File: src/rtl/lcd_rgb_timing_gen.sv
// -----------------------------------------------------------------------------
// lcd_rgb_timing_gen
//
// Parallel-RGB LCD timing generator running in the LCD pixel-clock domain.
// A horizontal/vertical position counter drives a two-state run/idle FSM and a
// small output pipeline:
//   stage 1 : data_req / pix_x / pix_y / frame_start and the internal sync
//             levels, all registered from the counters.
//   delay   : sync levels and DE held one cycle while the upstream buffer
//             answers the request.
//   stage 2 : rgb_in captured together with the delayed sync/DE, expanded
//             from RGB565 to RGB888 and driven to the panel pins.
// A pixel requested on data_req therefore reaches lcd_de/lcd_hs/lcd_vs/lcd_rgb
// exactly two cycles later, with every pin mutually aligned.
//
// Request protocol: data_req is a fixed-latency request, not a valid/ready
// handshake. When data_req is high in cycle N for pixel (pix_x,pix_y), the
// source must present that pixel on rgb_in throughout cycle N+1; there is no
// back-pressure and rgb_in is ignored whenever no request is outstanding.
//
// Ports
//   clk          in   LCD pixel clock
//   reset        in   synchronous, active-high
//   en           in   run request, acted on only at frame boundaries
//   frame_start  out  1-cycle pulse for position (0,0), aligned with data_req
//   data_req     out  request rgb_in for (pix_x,pix_y) in the next cycle
//   pix_x/pix_y  out  active column/row of the requested pixel (0 otherwise)
//   rgb_in       in   RGB565 pixel, valid one cycle after data_req
//   lcd_hs/vs    out  HSYNC / VSYNC pins (polarity from HS_POL / VS_POL)
//   lcd_de       out  data enable pin
//   lcd_rgb      out  {R8,G8,B8}, forced to 0 while lcd_de is low
//   dbg_run      out  FSM state (1 = RUN, 0 = IDLE)
// -----------------------------------------------------------------------------
module lcd_rgb_timing_gen #(
  parameter int   H_ACTIVE = 480,
  parameter int   H_FP     = 8,
  parameter int   H_SYNC   = 4,
  parameter int   H_BP     = 43,
  parameter int   V_ACTIVE = 272,
  parameter int   V_FP     = 8,
  parameter int   V_SYNC   = 4,
  parameter int   V_BP     = 12,
  parameter logic HS_POL   = 1'b0,
  parameter logic VS_POL   = 1'b0,
  parameter int   CNT_W    = 11
) (
  input  logic             clk,
  input  logic             reset,
  input  logic             en,
  output logic             frame_start,
  output logic             data_req,
  output logic [CNT_W-1:0] pix_x,
  output logic [CNT_W-1:0] pix_y,
  input  logic [15:0]      rgb_in,
  output logic             lcd_hs,
  output logic             lcd_vs,
  output logic             lcd_de,
  output logic [23:0]      lcd_rgb,
  output logic             dbg_run
);

  localparam int H_TOTAL = H_SYNC + H_BP + H_ACTIVE + H_FP;
  localparam int V_TOTAL = V_SYNC + V_BP + V_ACTIVE + V_FP;

  localparam logic [CNT_W-1:0] CNT_ONE   = CNT_W'(1);
  localparam logic [CNT_W-1:0] H_LAST    = CNT_W'(H_TOTAL - 1);
  localparam logic [CNT_W-1:0] V_LAST    = CNT_W'(V_TOTAL - 1);
  localparam logic [CNT_W-1:0] H_SYNC_E  = CNT_W'(H_SYNC);
  localparam logic [CNT_W-1:0] V_SYNC_E  = CNT_W'(V_SYNC);
  localparam logic [CNT_W-1:0] H_ACT_B   = CNT_W'(H_SYNC + H_BP);
  localparam logic [CNT_W-1:0] H_ACT_E   = CNT_W'(H_SYNC + H_BP + H_ACTIVE);
  localparam logic [CNT_W-1:0] V_ACT_B   = CNT_W'(V_SYNC + V_BP);
  localparam logic [CNT_W-1:0] V_ACT_E   = CNT_W'(V_SYNC + V_BP + V_ACTIVE);

  typedef enum logic {
    ST_IDLE = 1'b0,
    ST_RUN  = 1'b1
  } state_t;

  state_t           state_q, state_d;
  logic [CNT_W-1:0] h_q, h_d;
  logic [CNT_W-1:0] v_q, v_d;

  // stage 1
  logic             data_req_q, data_req_d;
  logic             frame_start_q, frame_start_d;
  logic [CNT_W-1:0] pix_x_q, pix_x_d;
  logic [CNT_W-1:0] pix_y_q, pix_y_d;
  logic             hs_a_q, hs_a_d;
  logic             vs_a_q, vs_a_d;

  // delay stage (waits for the upstream buffer to answer)
  logic             de_p_q, de_p_d;
  logic             hs_p_q, hs_p_d;
  logic             vs_p_q, vs_p_d;

  // stage 2 (pins)
  logic             lcd_de_q, lcd_de_d;
  logic             lcd_hs_q, lcd_hs_d;
  logic             lcd_vs_q, lcd_vs_d;
  logic [23:0]      lcd_rgb_q, lcd_rgb_d;

  logic             run;
  logic             h_in_act;
  logic             v_in_act;
  logic [4:0]       r5;
  logic [5:0]       g6;
  logic [4:0]       b5;

  // ---------------------------------------------------------------------------
  // FSM and position counters
  // ---------------------------------------------------------------------------
  always_comb begin
    state_d = state_q;
    h_d     = h_q;
    v_d     = v_q;
    unique case (state_q)
      ST_IDLE: begin
        h_d = '0;
        v_d = '0;
        if (en) state_d = ST_RUN;
      end
      ST_RUN: begin
        if (h_q == H_LAST) begin
          h_d = '0;
          if (v_q == V_LAST) begin
            // en only matters here, so a frame is never cut short
            v_d = '0;
            if (!en) state_d = ST_IDLE;
          end else begin
            v_d = v_q + CNT_ONE;
          end
        end else begin
          h_d = h_q + CNT_ONE;
        end
      end
      default: begin
        state_d = ST_IDLE;
        h_d     = '0;
        v_d     = '0;
      end
    endcase
  end

  // ---------------------------------------------------------------------------
  // Pipeline next-state
  // ---------------------------------------------------------------------------
  always_comb begin
    run      = (state_q == ST_RUN);
    h_in_act = (h_q >= H_ACT_B) && (h_q < H_ACT_E);
    v_in_act = (v_q >= V_ACT_B) && (v_q < V_ACT_E);

    data_req_d    = run && h_in_act && v_in_act;
    frame_start_d = run && (h_q == '0) && (v_q == '0);
    pix_x_d       = data_req_d ? (h_q - H_ACT_B) : '0;
    pix_y_d       = data_req_d ? (v_q - V_ACT_B) : '0;
    hs_a_d        = run && (h_q < H_SYNC_E);
    vs_a_d        = run && (v_q < V_SYNC_E);

    de_p_d = data_req_q;
    hs_p_d = hs_a_q;
    vs_p_d = vs_a_q;

    // replicate the top bits into the new LSBs so full-scale stays full-scale
    r5 = rgb_in[15:11];
    g6 = rgb_in[10:5];
    b5 = rgb_in[4:0];

    lcd_de_d  = de_p_q;
    lcd_hs_d  = hs_p_q ? HS_POL : ~HS_POL;
    lcd_vs_d  = vs_p_q ? VS_POL : ~VS_POL;
    lcd_rgb_d = de_p_q ? {r5, r5[4:2], g6, g6[5:4], b5, b5[4:2]} : 24'h0;
  end

  // ---------------------------------------------------------------------------
  // Registers
  // ---------------------------------------------------------------------------
  always_ff @(posedge clk) begin
    if (reset) begin
      state_q       <= ST_IDLE;
      h_q           <= '0;
      v_q           <= '0;
      data_req_q    <= 1'b0;
      frame_start_q <= 1'b0;
      pix_x_q       <= '0;
      pix_y_q       <= '0;
      hs_a_q        <= 1'b0;
      vs_a_q        <= 1'b0;
      de_p_q        <= 1'b0;
      hs_p_q        <= 1'b0;
      vs_p_q        <= 1'b0;
      lcd_de_q      <= 1'b0;
      lcd_hs_q      <= ~HS_POL;
      lcd_vs_q      <= ~VS_POL;
      lcd_rgb_q     <= 24'h0;
    end else begin
      state_q       <= state_d;
      h_q           <= h_d;
      v_q           <= v_d;
      data_req_q    <= data_req_d;
      frame_start_q <= frame_start_d;
      pix_x_q       <= pix_x_d;
      pix_y_q       <= pix_y_d;
      hs_a_q        <= hs_a_d;
      vs_a_q        <= vs_a_d;
      de_p_q        <= de_p_d;
      hs_p_q        <= hs_p_d;
      vs_p_q        <= vs_p_d;
      lcd_de_q      <= lcd_de_d;
      lcd_hs_q      <= lcd_hs_d;
      lcd_vs_q      <= lcd_vs_d;
      lcd_rgb_q     <= lcd_rgb_d;
    end
  end

  assign frame_start = frame_start_q;
  assign data_req    = data_req_q;
  assign pix_x       = pix_x_q;
  assign pix_y       = pix_y_q;
  assign lcd_hs      = lcd_hs_q;
  assign lcd_vs      = lcd_vs_q;
  assign lcd_de      = lcd_de_q;
  assign lcd_rgb     = lcd_rgb_q;
  assign dbg_run     = (state_q == ST_RUN);

endmodule

File: config.mk
export PLATFORM = sky130hd
export DESIGN_NAME = lcd_rgb_timing_gen
export DESIGN_NICKNAME = d
export VERILOG_FILES = /design/src/rtl/lcd_rgb_timing_gen.sv
export SDC_FILE = /design/constraint.sdc
export NUM_CORES = 1
export LEC_CHECK = 0
export CORE_MARGIN = 3
export CORE_UTILIZATION = 30
export DETAILED_ROUTE_END_ITERATION = 7
export GPL_TIMING_DRIVEN = 0
export PLACE_DENSITY_LB_ADDON = 0.15
export SYNTH_ARGS = -nofsm -noshare
export SYNTH_HDL_FRONTEND = slang
export SYNTH_SLANG_ARGS = --single-unit
File: constraint.sdc
create_clock -name clk -period 2 [get_ports clk]
set_input_delay 0.3 -clock clk [delete_from_list [all_inputs] [get_ports clk]]
set_output_delay 0.3 -clock clk [all_outputs]
set_load 0.05 [all_outputs]
Yosys cells after proc, flatten, opt, wreduce, memory -nomap -nowiden

Index checks and enable logic that the tools add are counted.
W data, S select, Z words.

Equal/unequal tests: 3
Muxes and demuxes: 11
Add/subtract/negate cells: 4
Order comparisons: 6
Bitwise operators: 3
Reduce and logical (&&, ||, !) cells: 12

Operators by type and width:

| kind                    | number |
|---|---|
| $pmux W11 S2            | 2 |
| $mux W11                | 3 |
| $add A11 B1 Y11 const B | 2 |
| $logic_not A11 Y1       | 2 |
| $lt A11 B3 Y1 const B   | 2 |
| $eq A11 B10 Y1 const B  | 1 |
| $eq A11 B9 Y1 const B   | 1 |
| $ge A11 B5 Y1 const B   | 1 |
| $ge A11 B6 Y1 const B   | 1 |
| $lt A11 B10 Y1 const B  | 1 |
| $lt A11 B9 Y1 const B   | 1 |
| $sub A11 B5 Y11 const B | 1 |
| $sub A11 B6 Y11 const B | 1 |
| $logic_and A1 B1 Y1     | 8 |
| $mux W1                 | 5 |
| $reduce_or A2 Y1        | 2 |
| $not A1 Y1              | 3 |
| $ne A2 B1 Y1 const B    | 1 |
| $pmux W1 S2             | 1 |

Register bits: 79
Output and inout bits: 52
Word-level logic and storage cells: 55
Input bits: 19

Depth between registers and ports, before layout

Gate-level depths: netlist of run 1.

Depth in word-level cells: 6
Depth in mapped cells: 7
Depth with buffers taken out: 6

Least setup slack after synthesis of run 1

No wires, ideal clock.

Path kind: reg-to-reg
Start: register state_q (netlist: dbg_run)
End: register pix_x_q[10] (netlist: pix_x[10])
Setup time: 0.078 ns
Data required time: 1.922 ns
Period minus slack after synthesis: 1.839 ns
Stages on the path, launching flop included: 6
Buffers on the path: 1
Path slack: 0.161 ns
Arrival time: 1.762 ns
Cells stage by stage: dfxtp_1 -> or4b_1 -> nor3_2 -> o211ai_1 -> buf_2 -> nor3_1

Longest elaborated chain between the ends: 4

Ends and longest elaborated chain:

| item                              | line | RTL |
|---|---|---|
| start: declaration                | 80   | `state_t state_q, state_d;` |
| start signal: assignment          | 197  | `state_q <= state_d;` |
| $logic_and A1 B1 Y1 (2 in series) | 153  | `data_req_d = run && h_in_act && v_in_act;` |
| $not A1 Y1 (no line)              | -    |  |
| $reduce_or A2 Y1 (no line)        | -    |  |
| end signal: assignment            | 202  | `pix_x_q <= pix_x_d;` |
| end: declaration                  | 87   | `logic [CNT_W-1:0] pix_x_q, pix_x_d;` |

Every way passes these cells.
A chain may end at the register's enable or synchronous reset.

Worst setup path in the final report of run 1

Start: register state_q (netlist: dbg_run)
End: output port dbg_run

RTL lines:

| item             | line | RTL |
|---|---|---|
| end: declaration | 59   | `output logic dbg_run` |

No word-level cell between the ends.

==> results of run 1 <==
## cells by family (layout without fill, tap and decap cells)
logic type	after synthesis	count (layout)	synth area share
adder cells (fa/ha/maj)	10	10	0.0442
AND/OR/NAND/NOR	121	121	0.243
buffers and inverters	36	121	0.0641
flip-flops	71	71	0.502
XOR/XNOR	20	20	0.0619
AO/OA/AOI/OAI	34	34	0.0849
## metal layers
metal	vias to the layer above	wire [µm]	track usage
met5	-	0	0
met4	0	110	0.0538
met3	11	507	0.0338
met2	82	2770	0.194
met1	1043	3200	0.164
li1	1154	-	-
## timing repair
item                                    in CTS  in global routing
pin swaps                                    0                  2
buffers inserted                             0                  0
gates resized for setup                      1                  6
endpoints found under the setup margin       5                 39
hold buffers                                 0                  0
## cell type report
type                       count  area, µm²
buffer                        27        151
clock buffer                   9        124
clock inverter                 7       71.3
fill                         883       5060
inverter                       9       33.8
multi-input combinational    185       1250
sequential                    71       1420
tap                          108        135
timing repair buffer          69        691
## stage by stage
step                      hold slack, ps  area [µm²]  power, µW   util
final                                351        3880       2650  0.434
after global routing                 406        3880       2750  0.434
after CTS                            343        3860       2690  0.432
after detailed placement             363        3660       1550  0.409
after global placement               358        3660       1550  0.409
after floorplan                      356        2830       1500      -
## worst paths after layout
kind	from	to	slack, ps	depth (start not counted)
setup / recovery	dbg_run	dbg_run	60	1
hold / removal	reset	vs_p_q	350	2
setup reg to reg	v_q[7]	v_q[3]	100	5
hold reg to reg	hs_p_q	lcd_hs	380	1
## synth_stat cells, types with 2 or more instances
| cell | number |
|---|---|
| a21oi_1 | 13 |
| and2_1 | 16 |
| and3_1 | 6 |
| and4_1 | 4 |
| buf_2 | 7 |
| buf_4 | 8 |
| clkbuf_1 | 11 |
| dfxtp_1 | 71 |
| ha_1 | 10 |
| inv_1 | 9 |
| nand2_1 | 12 |
| nand2b_1 | 3 |
| nand3_1 | 11 |
| nand4_1 | 7 |
| nor2_1 | 17 |
| nor2b_1 | 4 |
| nor3_1 | 22 |
| nor3b_1 | 2 |
| nor4_1 | 3 |
| o21ai_0 | 5 |
| o31ai_1 | 5 |
| or3_1 | 4 |
| or4_1 | 7 |
| xnor2_1 | 9 |
| xor2_1 | 11 |
## flip-flops by register name, indices dropped and copies added, names as in the netlist
name         count
de_p_q           1
v_q             11
pix_y           11
lcd_rgb         16
lcd_hs           1
h_q             11
hs_a_q           1
vs_p_q           1
data_req         1
dbg_run          1
pix_x           11
lcd_de           1
lcd_vs           1
vs_a_q           1
hs_p_q           1
frame_start      1
## worst register-to-register path: stages (launching register included)
cell and delay, ps:
dfxtp_1 300, clkbuf_1 200, or4_1 470, or3_4 430, o21ai_4 300, a21oi_1 80
## power breakdown
group          switching (µW)  internal (µW)
clock network             552            575
registers                6.98           1420
logic                    45.6           48.8
==> impl_metrics.json, run 1 <==
{
  "async_flop_share": 0,
  "fmax_ghz": 0.515,
  "timing.final.ws_setup_ps": 58.6,
  "antenna_cells": 0,
  "io_buffers": 69,
  "crit_slowest_cell": "clkdlybuf4s50_1",
  "hold_path_class": "input pin to flip-flop",
  "cts_tree": "built",
  "crit_family": "buffers and inverters",
  "detail_route.wirelength_um": 6590,
  "gp_congestion": 0.822,
  "final_common_cell": "dfxtp_1",
  "initial_core_util": 0.317,
  "grt_usage": 0.125,
  "ant_nets": 0,
  "cts_buffers": 9,
  "avgSynthCellArea_um2": 9.69,
  "synthTopCellsByArea": "dfxtp_1 (50%), ha_1 (4.4%), nor3_1 (3.9%)",
  "critical_path.max_stage_delay_ps": 850,
  "dp_cells": 469,
  "finClkSkew_ps": 11.8,
  "viasPerCell": 4.72,
  "clock_sinks": 71,
  "vias": 2290,
  "setup_viol": 0,
  "synthCells": 292,
  "startpoint_type": "flip-flop",
  "layout-drive-gt1-share": 0.111,
  "synth_nets": 321,
  "first_global_vias": 2207,
  "fin_crit_sh": 0.971,
  "hold_viol_final": 0,
  "p_leak_uw": 0.00144,
  "final_cell_mix": "dfxtp_1 (71), clkdlybuf4s50_1 (69), nor3_1 (22)",
  "die_w_um": 103,
  "seq_area_frac_synth": 0.502,
  "core_mm2": 0.00893,
  "netlist_area_mm2": 0.00283,
  "grt_pass1_wl_um": 10400,
  "antenna_found_initial": 0,
  "rsz0062_at_grt": "false",
  "fin_cells": 485,
  "drt-initial-drc-count": 88,
  "power_density_mw_per_mm2": 683,
  "dieHeight_um": 103,
  "htreeDepth": 3,
  "synth_cell_types": 40,
  "fin_nets": 401,
  "clockBufferDepth": 2,
  "synthFlopType": "dfxtp_1",
  "grt_overflow": 0,
  "drc": 0,
  "cp.arrival_ps": 1640,
  "clock-root-buffer": "clkbuf_8",
  "path_buf_inv": 1,
  "ir_drop_uv": 347,
  "relSlewSlack": 0.648,
  "period_minus_slack_ps": 1940,
  "cp-end-kind": "output port",
  "first_pass_iters": 4,
  "clk_pin_slew_ps": 80,
  "tns_ps": 0,
  "synth_edf_count": 0,
  "pre_cts_slack_ps": -11.1,
  "dp_hpwl_um": 4740,
  "cp_max_fo": 5,
  "yosysTopAreaCellShare": 0.502,
  "worstSetupPathType": "flip-flop to output port",
  "area_growth_pct": 37.0,
  "slew_violations": 0,
  "wl_per_cell_um": 13.6,
  "fp-row-count": 34,
  "synth_top_cell_by_area": "dfxtp_1",
  "die_area_mm2": 0.0106,
  "worstMarginPinSlew_ps": 526,
  "clock_latency_ps": 340,
  "grt_start_max_net_pins": 14,
  "status": "finished clean",
  "yosysWarnings": 0,
  "ys_ff_latch": 71,
  "required_ps": 1700,
  "cp_cell_sequence": "clkdlybuf4s50_1",
  "cap_violations": 0,
  "io_pins": 71
}
Power figures use the tool's default switching activity.
==> inputs of run 2 (changes only) <==
--- a/config.mk
+++ b/config.mk
@@ -5,7 +5,6 @@
 export SDC_FILE = /design/constraint.sdc
 export NUM_CORES = 1
 export LEC_CHECK = 0
-export CORE_MARGIN = 3
 export CORE_UTILIZATION = 30
 export DETAILED_ROUTE_END_ITERATION = 7
 export GPL_TIMING_DRIVEN = 0
==> run 2 against run 1 <==
Against the previous run: setup slack improved by 38 ps; critical path type is now flip-flop to flip-flop; via count fell by 2.2%; largest cell class unchanged; clock power fell by 17%; combinational power fell by 1%; final area fell by 1.2%; worst hold slack got worse by 10 ps.
==> impl_metrics.json, run 2 (synthesized netlist as in run 1, its figures left out) <==
{
  "status": "finished clean",
  "ant_nets": 0,
  "ir_drop_uv": 232,
  "worstSetupPathType": "flip-flop to flip-flop",
  "grt_usage": 0.137,
  "comb_power_share": 0.038,
  "fin_crit_sh": 0.952,
  "hold_viol_final": 0,
  "internal_power_uw": 1900,
  "antenna_cells": 0,
  "fin_hold_ws_ps": 341,
  "cts_setup_buffers": 0,
  "required_ps": 2210,
  "rsz0062_at_grt": "false",
  "slew_violations": 0,
  "drc": 0,
  "cap_violations": 0,
  "drt-initial-drc-count": 101,
  "hold_path_class": "input pin to flip-flop",
  "critical_path.max_stage_delay_ps": 620,
  "finClkSkew_ps": 7.80,
  "final_cell_mix": "dfxtp_1 (70), clkdlybuf4s50_1 (69), nor3_1 (22)",
  "fmax_ghz": 0.525,
  "cts_buffers": 9,
  "io_pins": 71,
  "clk_pin_slew_ps": 80,
  "p_leak_uw": 0.00142,
  "first_global_vias": 2152,
  "fin_nets": 400,
  "die_w_um": 99.1,
  "area_growth_pct": 35.4,
  "cp_max_fo": 10,
  "relSlewSlack": 0.650,
  "gp_congestion": 0.791,
  "final_common_cell": "dfxtp_1",
  "netSwitchingFraction": 0.230,
  "cts_tree": "built",
  "startpoint_type": "flip-flop",
  "clock-root-buffer": "clkbuf_8",
  "fill_cells": 914,
  "initial_core_util": 0.308,
  "cp.arrival_ps": 2110,
  "vias": 2239,
  "worstMarginPinSlew_ps": 523,
  "core_mm2": 0.00920,
  "dp_hpwl_um": 4530,
  "setup_viol": 0,
  "grt_pass1_wl_um": 10400,
  "htreeDepth": 3,
  "detail_route.wirelength_um": 6320,
  "largest_register_ffs": 16,
  "grt_start_max_net_pins": 12,
  "seqPwrFrac": 0.579,
  "power_density_mw_per_mm2": 643,
  "cts_hold_buffers": 0,
  "io_buffers": 69,
  "crit_slowest_cell": "or4_1",
  "fp-row-count": 35,
  "wl_per_cell_um": 13.0,
  "clockBufferDepth": 2,
  "clock_sinks": 71,
  "dieHeight_um": 99.1,
  "first_pass_iters": 4,
  "layout-drive-gt1-share": 0.115,
  "viasPerCell": 4.62,
  "grt_overflow": 0,
  "die_area_mm2": 0.00983,
  "clock_latency_ps": 340,
  "period_minus_slack_ps": 1900,
  "cp-end-kind": "flip-flop",
  "p_switching_uw": 567,
  "tns_ps": 0,
  "clock_power_share": 0.383,
  "antenna_found_initial": 0,
  "cp_cell_sequence": "or4_1 > a211oi_2 > buf_2 > nor3_1"
}
==> run 2: cell types whose count changed in the layout (fill, tap and decap cells not counted), sizes merged <==
cell      before  now
buf           15   16
bufinv         1    0
clkbuf        21   19
clkinv         2    4
clkinvlp       3    1
inv           10    9
==> run 2: critical path: cells and delay by family (launching register included) <==
| kind | cells | cell delay [ps] |
|---|---|---|
| buffers and inverters | 1 | 300 |
| and+or+nand+nor | 2 | 700 |
| AOI/OAI and AO/OA | 1 | 380 |
| DFF | 1 | 390 |
==> run 2: path summary, 6_finish.rpt <==
kind / startpoint / endpoint / slack, ps / cells after the start
worst max-delay path: h_q[7] / pix_y[4] / 100 / 4
worst min-delay path: reset / hs_p_q / 340 / 2
worst max register to register: h_q[7] / pix_y[4] / 100 / 4
worst min register to register: vs_p_q / lcd_vs / 380 / 1
==> run 2: routing by layer <==
layer | vias up | global-route usage | wire, µm
li1 | 1160 | - | -
met3 | 11 | 0.0358 | 343
met2 | 73 | 0.203 | 2590
met5 | - | 0 | 0
met4 | 0 | 0.0826 | 143
met1 | 995 | 0.179 | 3250
==> run 2: power groups by stage <==
stage	combinational, µW	sequential (µW)	clock (µW)
5_1_grt	101	1430	1040
3_5_place_dp	92.0	1460	0
2_1_floorplan	30.9	1470	0
4_1_cts	93.9	1430	979
6_report	93.3	1430	943
3_3_place_gp	92.1	1460	0
==> run 2: what timing repair did <==
action	4_1_cts	5_1_grt
pin swaps	0	1
setup endpoints to repair	5	19
gates resized for setup	2	5
==> run 2: cell type report <==
type	instances	area, µm²	area share
clock inverter	5	27.5	0.00718
inverter	9	33.8	0.00881
sequential	71	1420	0.371
timing repair buffer	69	691	0.180
clock buffer	9	124	0.0323
buffer	26	145	0.0379
multi-input combinational	185	1250	0.326
tap	111	139	0.0362
==> run 2: stage by stage <==
stage	utilization	instance area, µm²	cells	setup WS (ps)	total power (µW)
final	0.417	3830	485	96.6	2460
after global routing	0.417	3830	485	8.53	2570
after CTS	0.415	3820	486	53.9	2500
after detailed placement	0.398	3660	472	0.734	1550
after global placement	0.398	3660	472	16.6	1550
after floorplan	-	2830	292	161	1500
